### config.mk
export PLATFORM = sky130hd
export DESIGN_NAME = arbt_gnt_mux
export DESIGN_NICKNAME = d
export VERILOG_FILES = /design/src/rtl/arbt_pkg.sv /design/src/rtl/arbt_timeout_cnt.sv /design/src/rtl/arbt_gnt_mux.sv
export SDC_FILE = /design/constraint.sdc
export NUM_CORES = 1
export LEC_CHECK = 0
export BUFFER_PORTS_ARGS = -buffer_cell sky130_fd_sc_hd__buf_2
export CELL_PAD_IN_SITES_DETAIL_PLACEMENT = 1
export CELL_PAD_IN_SITES_GLOBAL_PLACEMENT = 2
export CORE_MARGIN = 5
export CORE_UTILIZATION = 33
export CTS_BUF_LIST = sky130_fd_sc_hd__clkbuf_8
export CTS_CLUSTER_DIAMETER = 150
export CTS_CLUSTER_SIZE = 10
export DETAILED_ROUTE_END_ITERATION = 10
export PLACE_DENSITY = 0.89
export SLEW_MARGIN = 20
export SYNTH_ARGS = -nofsm -noshare
export SYNTH_HDL_FRONTEND = slang
export SYNTH_SLANG_ARGS = --single-unit
### constraint.sdc
create_clock -name clk -period 3.1 [get_ports clk]
set_input_delay 0.155 -clock clk [delete_from_list [all_inputs] [get_ports clk]]
set_output_delay 0.155 -clock clk [all_outputs]
set_load 0.02 [all_outputs]
### src/rtl/arbt_pkg.sv
// Shared constants and grant-decode helpers for the arbiter grant mux.
package arbt_pkg;

  localparam int NPORT = 4;
  localparam int ID_W  = 2;

  // Occupancy is {out_vld, pend_vld}; 2'b01 cannot occur.
  typedef enum logic [1:0] {
    ST_EMPTY = 2'b00,
    ST_ONE   = 2'b10,
    ST_TWO   = 2'b11
  } occ_e;

  function automatic logic [ID_W-1:0] oh2idx(input logic [NPORT-1:0] oh);
    logic [ID_W-1:0] idx;
    idx = '0;
    for (int i = 0; i < NPORT; i++) begin
      if (oh[i]) idx = idx | ID_W'(i);
    end
    return idx;
  endfunction

  function automatic logic multi_hot(input logic [NPORT-1:0] v);
    int n;
    n = 0;
    for (int i = 0; i < NPORT; i++) begin
      n += int'(v[i]);
    end
    return n > 1;
  endfunction

endpackage

### src/rtl/arbt_timeout_cnt.sv
// Stall counter: asserts expire on the stalled cycle that reaches TIMEOUT-1.
module arbt_timeout_cnt #(
  parameter int TO_W    = 8,
  parameter int TIMEOUT = 200
) (
  input  logic clk,
  input  logic rst_n,
  input  logic en,
  input  logic clr,
  output logic expire
);

  localparam bit              ENABLED = (TIMEOUT != 0);
  localparam logic [TO_W-1:0] LAST    = (TIMEOUT == 0) ? '0 : TO_W'(TIMEOUT - 1);

  logic [TO_W-1:0] cnt;

  always_ff @(posedge clk or negedge rst_n) begin
    if (!rst_n) begin
      cnt <= '0;
    end else if (clr || !ENABLED) begin
      cnt <= '0;
    end else if (en) begin
      cnt <= cnt + TO_W'(1);
    end
  end

  assign expire = ENABLED && en && (cnt == LAST);

endmodule

### src/rtl/arbt_gnt_mux.sv
// Captures the granted requester's payload into a 1-deep output stage plus a
// 1-deep pending slot and delivers it over valid/ready with ack, timeout and sticky errors.
module arbt_gnt_mux
  import arbt_pkg::*;
#(
  parameter int DW      = 32,
  parameter int TO_W    = 8,
  parameter int TIMEOUT = 200
) (
  input  logic            clk,
  input  logic            rst_n,
  input  logic            gnt0,
  input  logic            gnt1,
  input  logic            gnt2,
  input  logic            gnt3,
  input  logic [DW-1:0]   din0,
  input  logic [DW-1:0]   din1,
  input  logic [DW-1:0]   din2,
  input  logic [DW-1:0]   din3,
  output logic            out_vld,
  input  logic            out_rdy,
  output logic [DW-1:0]   out_data,
  output logic [ID_W-1:0] out_id,
  output logic            ack0,
  output logic            ack1,
  output logic            ack2,
  output logic            ack3,
  output logic            drop_pls,
  output logic            busy,
  output logic            err_multi,
  output logic            err_ovf,
  output logic            err_to,
  input  logic            err_clr
);

  logic [NPORT-1:0] gnt_v;
  logic             g_multi;
  logic             g_ok;
  logic [ID_W-1:0]  g_idx;
  logic [DW-1:0]    g_data;

  logic             pend_vld;
  logic [DW-1:0]    pend_data;
  logic [ID_W-1:0]  pend_id;

  logic             hs;
  logic             expire;
  logic             adv;
  logic             ovf_set;
  logic [NPORT-1:0] ack_p1;
  occ_e             occ;

  // Grant decode
  assign gnt_v   = {gnt3, gnt2, gnt1, gnt0};
  assign g_multi = multi_hot(gnt_v);
  assign g_ok    = (gnt_v != '0) && !g_multi;
  assign g_idx   = oh2idx(gnt_v);

  always_comb begin
    g_data = din0;
    case (g_idx)
      2'd0:    g_data = din0;
      2'd1:    g_data = din1;
      2'd2:    g_data = din2;
      default: g_data = din3;
    endcase
  end

  assign occ     = occ_e'({out_vld, pend_vld});
  assign hs      = out_vld & out_rdy;
  // A timed-out beat leaves the output stage exactly like a delivered one.
  assign adv     = hs | expire;
  assign ovf_set = (occ == ST_TWO) && !adv && g_ok;
  assign busy    = out_vld | pend_vld;

  arbt_timeout_cnt #(
    .TO_W    (TO_W),
    .TIMEOUT (TIMEOUT)
  ) u_to (
    .clk    (clk),
    .rst_n  (rst_n),
    .en     (out_vld & ~out_rdy),
    .clr    (adv | ~out_vld),
    .expire (expire)
  );

  // Output / pending stage
  always_ff @(posedge clk or negedge rst_n) begin
    if (!rst_n) begin
      out_vld   <= 1'b0;
      out_data  <= '0;
      out_id    <= '0;
      pend_vld  <= 1'b0;
      pend_data <= '0;
      pend_id   <= '0;
    end else begin
      case (occ)
        ST_EMPTY: begin
          if (g_ok) begin
            out_vld  <= 1'b1;
            out_data <= g_data;
            out_id   <= g_idx;
          end
        end
        ST_ONE: begin
          if (adv) begin
            if (g_ok) begin
              out_data <= g_data;
              out_id   <= g_idx;
            end else begin
              out_vld <= 1'b0;
            end
          end else if (g_ok) begin
            pend_vld  <= 1'b1;
            pend_data <= g_data;
            pend_id   <= g_idx;
          end
        end
        ST_TWO: begin
          if (adv) begin
            out_data <= pend_data;
            out_id   <= pend_id;
            if (g_ok) begin
              pend_data <= g_data;
              pend_id   <= g_idx;
            end else begin
              pend_vld <= 1'b0;
            end
          end
        end
        default: ;
      endcase
    end
  end

  // Ack / drop pulses and sticky errors
  always_ff @(posedge clk or negedge rst_n) begin
    if (!rst_n) begin
      ack_p1    <= '0;
      drop_pls  <= 1'b0;
      err_multi <= 1'b0;
      err_ovf   <= 1'b0;
      err_to    <= 1'b0;
    end else begin
      ack_p1    <= hs ? (NPORT'(1) << out_id) : '0;
      drop_pls  <= expire;
      err_multi <= g_multi | (err_multi & ~err_clr);
      err_ovf   <= ovf_set | (err_ovf & ~err_clr);
      err_to    <= expire  | (err_to & ~err_clr);
    end
  end

  assign ack0 = ack_p1[0];
  assign ack1 = ack_p1[1];
  assign ack2 = ack_p1[2];
  assign ack3 = ack_p1[3];

endmodule

==> impl_results.md <==
* Mean area per synthesized cell at 10.2 um2
* Gr usage total at 0.196
* Number of fill cells at 1703
* CP max stage cell: dfrtp_1
* Net Switching at 2.14 mW
* Total iterations of the first detailed-routing run at 4
* Antenna violations before repair at 1
* Clock share of power at 0.172
* Die Y at 133 um
* CTS Buffer Depth at 2
* Residual DRC at 0
* Leakage at 2.80 nW
* Ports at 180
* First-pass GRT wire length at 27.7 mm
* Placed cells at 829
* Critical path startpoint: u_to.cnt[0]
* CP top delay family: multiplexers
* Dpl ws at 0.602 ns
* Root buf cell: clkbuf_8
* Multi-input logic area at 0.00258 mm2
* Routed Antenna Nets at 0
* P per Cell Area at 849 mW/mm2
* Crit path buffers/inverters at 1
* Area growth from synthesis to layout at 26.9%
* Fmax at 445 MHz
* Final core occ at 0.429
* Fin crit share at 0.725
* Die Wd at 133 um
* Synthesized Nets at 627
* Worst VDD drop at 0.303 mV
* Core area at 0.0146 mm2
* Clock slew at reported path FFs at 0.09 ns
* Period minus WS final at 2.25 ns
* Post-route setup slack at 0.852 ns
* Total number of vias at 4526
* CP arrival at 2.49 ns
* CTS tree: yes
* First DRT Iteration DRCs at 129
* Gate power share at 0.469
* Sw Ratio at 0.401
* Routed vias/inst at 5.34
* Clock latency on the worst-skew pair at 0.36 ns
* Synth unique cells at 42
* Worst setup SP type: register
* CP max FO at 18
* R2R Setup Slk at 0.85 ns
* Drt total wl at 17.0 mm
* Max cap viols at 0
* Post-CTS resize count at 0
* End point of the critical path: pend_data[20]
* Die Area at 0.0176 mm2
* Critical path cell sequence: ha_1, and2_1, a31oi_4, mux2i_4, buf_4, mux2_2
* Worst min-delay path class: primary input to register
* Actual slew at the worst max-slew pin at 0.942 ns
* Hpwl dp at 12.5 mm
* R2r endpoint: pend_data[20]
* Cts bufs inserted at 9
* Initial Util at 0.338
* Seq cells post-synth at 86
* Site Rows at 44
* Reg power frac at 0.359
* Setup violations, final at 0
* Synth Instances at 488
* Fin cells at 848
* RSZ-0062 raised after global routing: false
* Critical path class: register to register
* H-tree levels at 3
* Power consumption at 5.34 mW
* RR Startpoint: u_to.cnt[0]
* Fraction of layout cells with a size suffix above 1 at 0.460
* Setup TNS at 0 ns
* Reg2Reg Depth at 6
* Final hold viol count at 0
* IO Port Bufs at 179
* Final nets at 797
* WL/cell at 20.0 um
* Seq/Total Area, Yosys at 0.434
* GRT overflow at 0
* CP peak stage delay at 0.41 ns
* Post-Synthesis Cell Area at 0.00495 mm2
* Critical path depth at 6
* Vias in the first global route at 5368
* Pins Over Slew Limit at 0
* Worst Skew at 0.00756 ns
* CTS Sinks at 86
* Status: completed
* Internal Power at 3.20 mW
* Reg area at 0.00215 mm2
* CP required at 3.34 ns
* Largest net degree at the start of global routing at 59
* Slew headroom at 0.371
* Crit end category: register
* Final RePlAce weighted congestion at 0.786
* YS warnings at 0
-- worst min-delay path by stage --
stage / to / cells past startpoint / slack [ns] / startpoint
3_3_place_gp: pend_data[28] / 1 / 0.27 / rst_n
5_1_grt: ack_p1[2] / 3 / 0.10 / out_rdy
2_1_floorplan: ack_p1[0] / 0 / -0.14 / rst_n
3_5_place_dp: out_data[29] / 1 / 0.28 / rst_n
4_1_cts: ack_p1[0] / 3 / 0.09 / out_rdy
6_report: ack_p1[0] / 3 / 0.10 / out_rdy
-- layer usage --
layer | share of wire | track usage
met5 | 0 | 0
met4 | 0.019 | 0.0652
met3 | 0.043 | 0.0372
met2 | 0.53 | 0.364
met1 | 0.41 | 0.224
-- power groups by stage --
stage / clock (mW) / sequential, mW / combinational (mW)
after floorplan: 0 / 2.15 / 1.42
after global placement: 0 / 1.90 / 2.42
after detailed placement: 0 / 1.94 / 2.54
after CTS: 0.939 / 1.92 / 2.54
after global routing: 0.986 / 1.98 / 2.73
final: 0.919 / 1.92 / 2.50
-- worst reg2reg max path, cell delays in order (launching register included) --
cell	delay (ns)
dfrtp_1	0.41
ha_1	0.23
and2_1	0.24
a31oi_4	0.26
mux2i_4	0.28
buf_4	0.33
mux2_2	0.39
-- synth_stat cells, drive strengths merged --
| cell | n | area (um2) |
|---|---|---|
| a31oi | 3 | 33.8 |
| a21oi | 32 | 164 |
| or4b | 4 | 40.0 |
| clkbuf | 20 | 75.1 |
| or2 | 1 | 6.26 |
| o22ai | 31 | 194 |
| nor3 | 31 | 155 |
| ha | 2 | 25.0 |
| inv | 14 | 52.6 |
| nor4b | 1 | 23.8 |
| a211oi | 28 | 210 |
| a22o | 2 | 17.5 |
| and2 | 4 | 25.0 |
| o21ai | 4 | 20.0 |
| fa | 1 | 20.0 |
| nand3 | 6 | 30.0 |
| and3 | 3 | 18.8 |
| a32o | 2 | 20.0 |
| mux2 | 90 | 1010 |
| nor2 | 70 | 265 |
| mux2i | 7 | 82.6 |
| nand2 | 7 | 26.3 |
| o221ai | 4 | 35.0 |
| xnor2 | 2 | 17.5 |
| xor2 | 4 | 35.0 |
| dfrtp | 86 | 2150 |
| nand4 | 4 | 31.3 |
| a2bb2oi | 1 | 8.76 |
| nand2b | 4 | 25.0 |
| a21o | 1 | 7.51 |
| buf | 18 | 114 |
| or3b | 1 | 8.76 |
-- state kept, by name, indices dropped and copies added (netlist names) --
signal and flops:
drop_pls 1, u_to.cnt 8, err_ovf 1, out_id 2
ack_p1 4, pend_id 2, out_vld 1, pend_vld 1
out_data 32, err_to 1, err_multi 1, pend_data 32
-- cells in the final DEF (no fill, tap or decap), drive strengths merged --
master and count:
o22ai 31, nor4b 1, diode 1, clkbuf 11, mux2i 7, nor2 70, a21o 1, nand2b 4
xnor2 2, clkinv 2, a22o 2, and2 4, or4b 4, o21ai 4, o221ai 4, inv 14
ha 2, dfrtp 86, nand3 6, or2 1, nand2 7, or3b 1, a211oi 28, a2bb2oi 1
fa 1, bufinv 2, clkinvlp 1, a32o 2, mux2 90, a21oi 32, nand4 4, buf 195
dlygate4sd3 2, xor2 4, a31oi 3, nor3 31, and3 3
-- through the flow --
step / instance area, um2 / hold slack [ns]
2_1_floorplan: 4950 / -0.141
3_3_place_gp: 6030 / 0.273
3_5_place_dp: 6030 / 0.281
4_1_cts: 6280 / 0.0879
5_1_grt: 6290 / 0.101
6_report: 6290 / 0.104
-- timing repair --
item | in CTS | in global routing
hold buffers | 2 | 0
setup buffers | 0 | 0
endpoints found under the hold margin | 58 | 0
-- cell type report --
cell class              instances  area share
multi-input cells             350       0.410
flip-flops and latches         86       0.342
repair buffers                197       0.165
well taps                     184      0.0366
clock buffers                  11      0.0241
clock inverters                 5      0.0129
inverters                      14     0.00836
diodes                          1    0.000398
-- cell families after synthesis --
kind of cell / after synthesis / synth area share
multiplexers: 97 / 0.221
adder cells (fa/ha/maj): 3 / 0.00909
AO/OA/AOI/OAI: 108 / 0.143
buffers and inverters: 52 / 0.0487
XOR/XNOR: 6 / 0.0106
flip-flops: 86 / 0.434
AND/OR/NAND/NOR: 136 / 0.132
(Power assumes the default switching activity.)
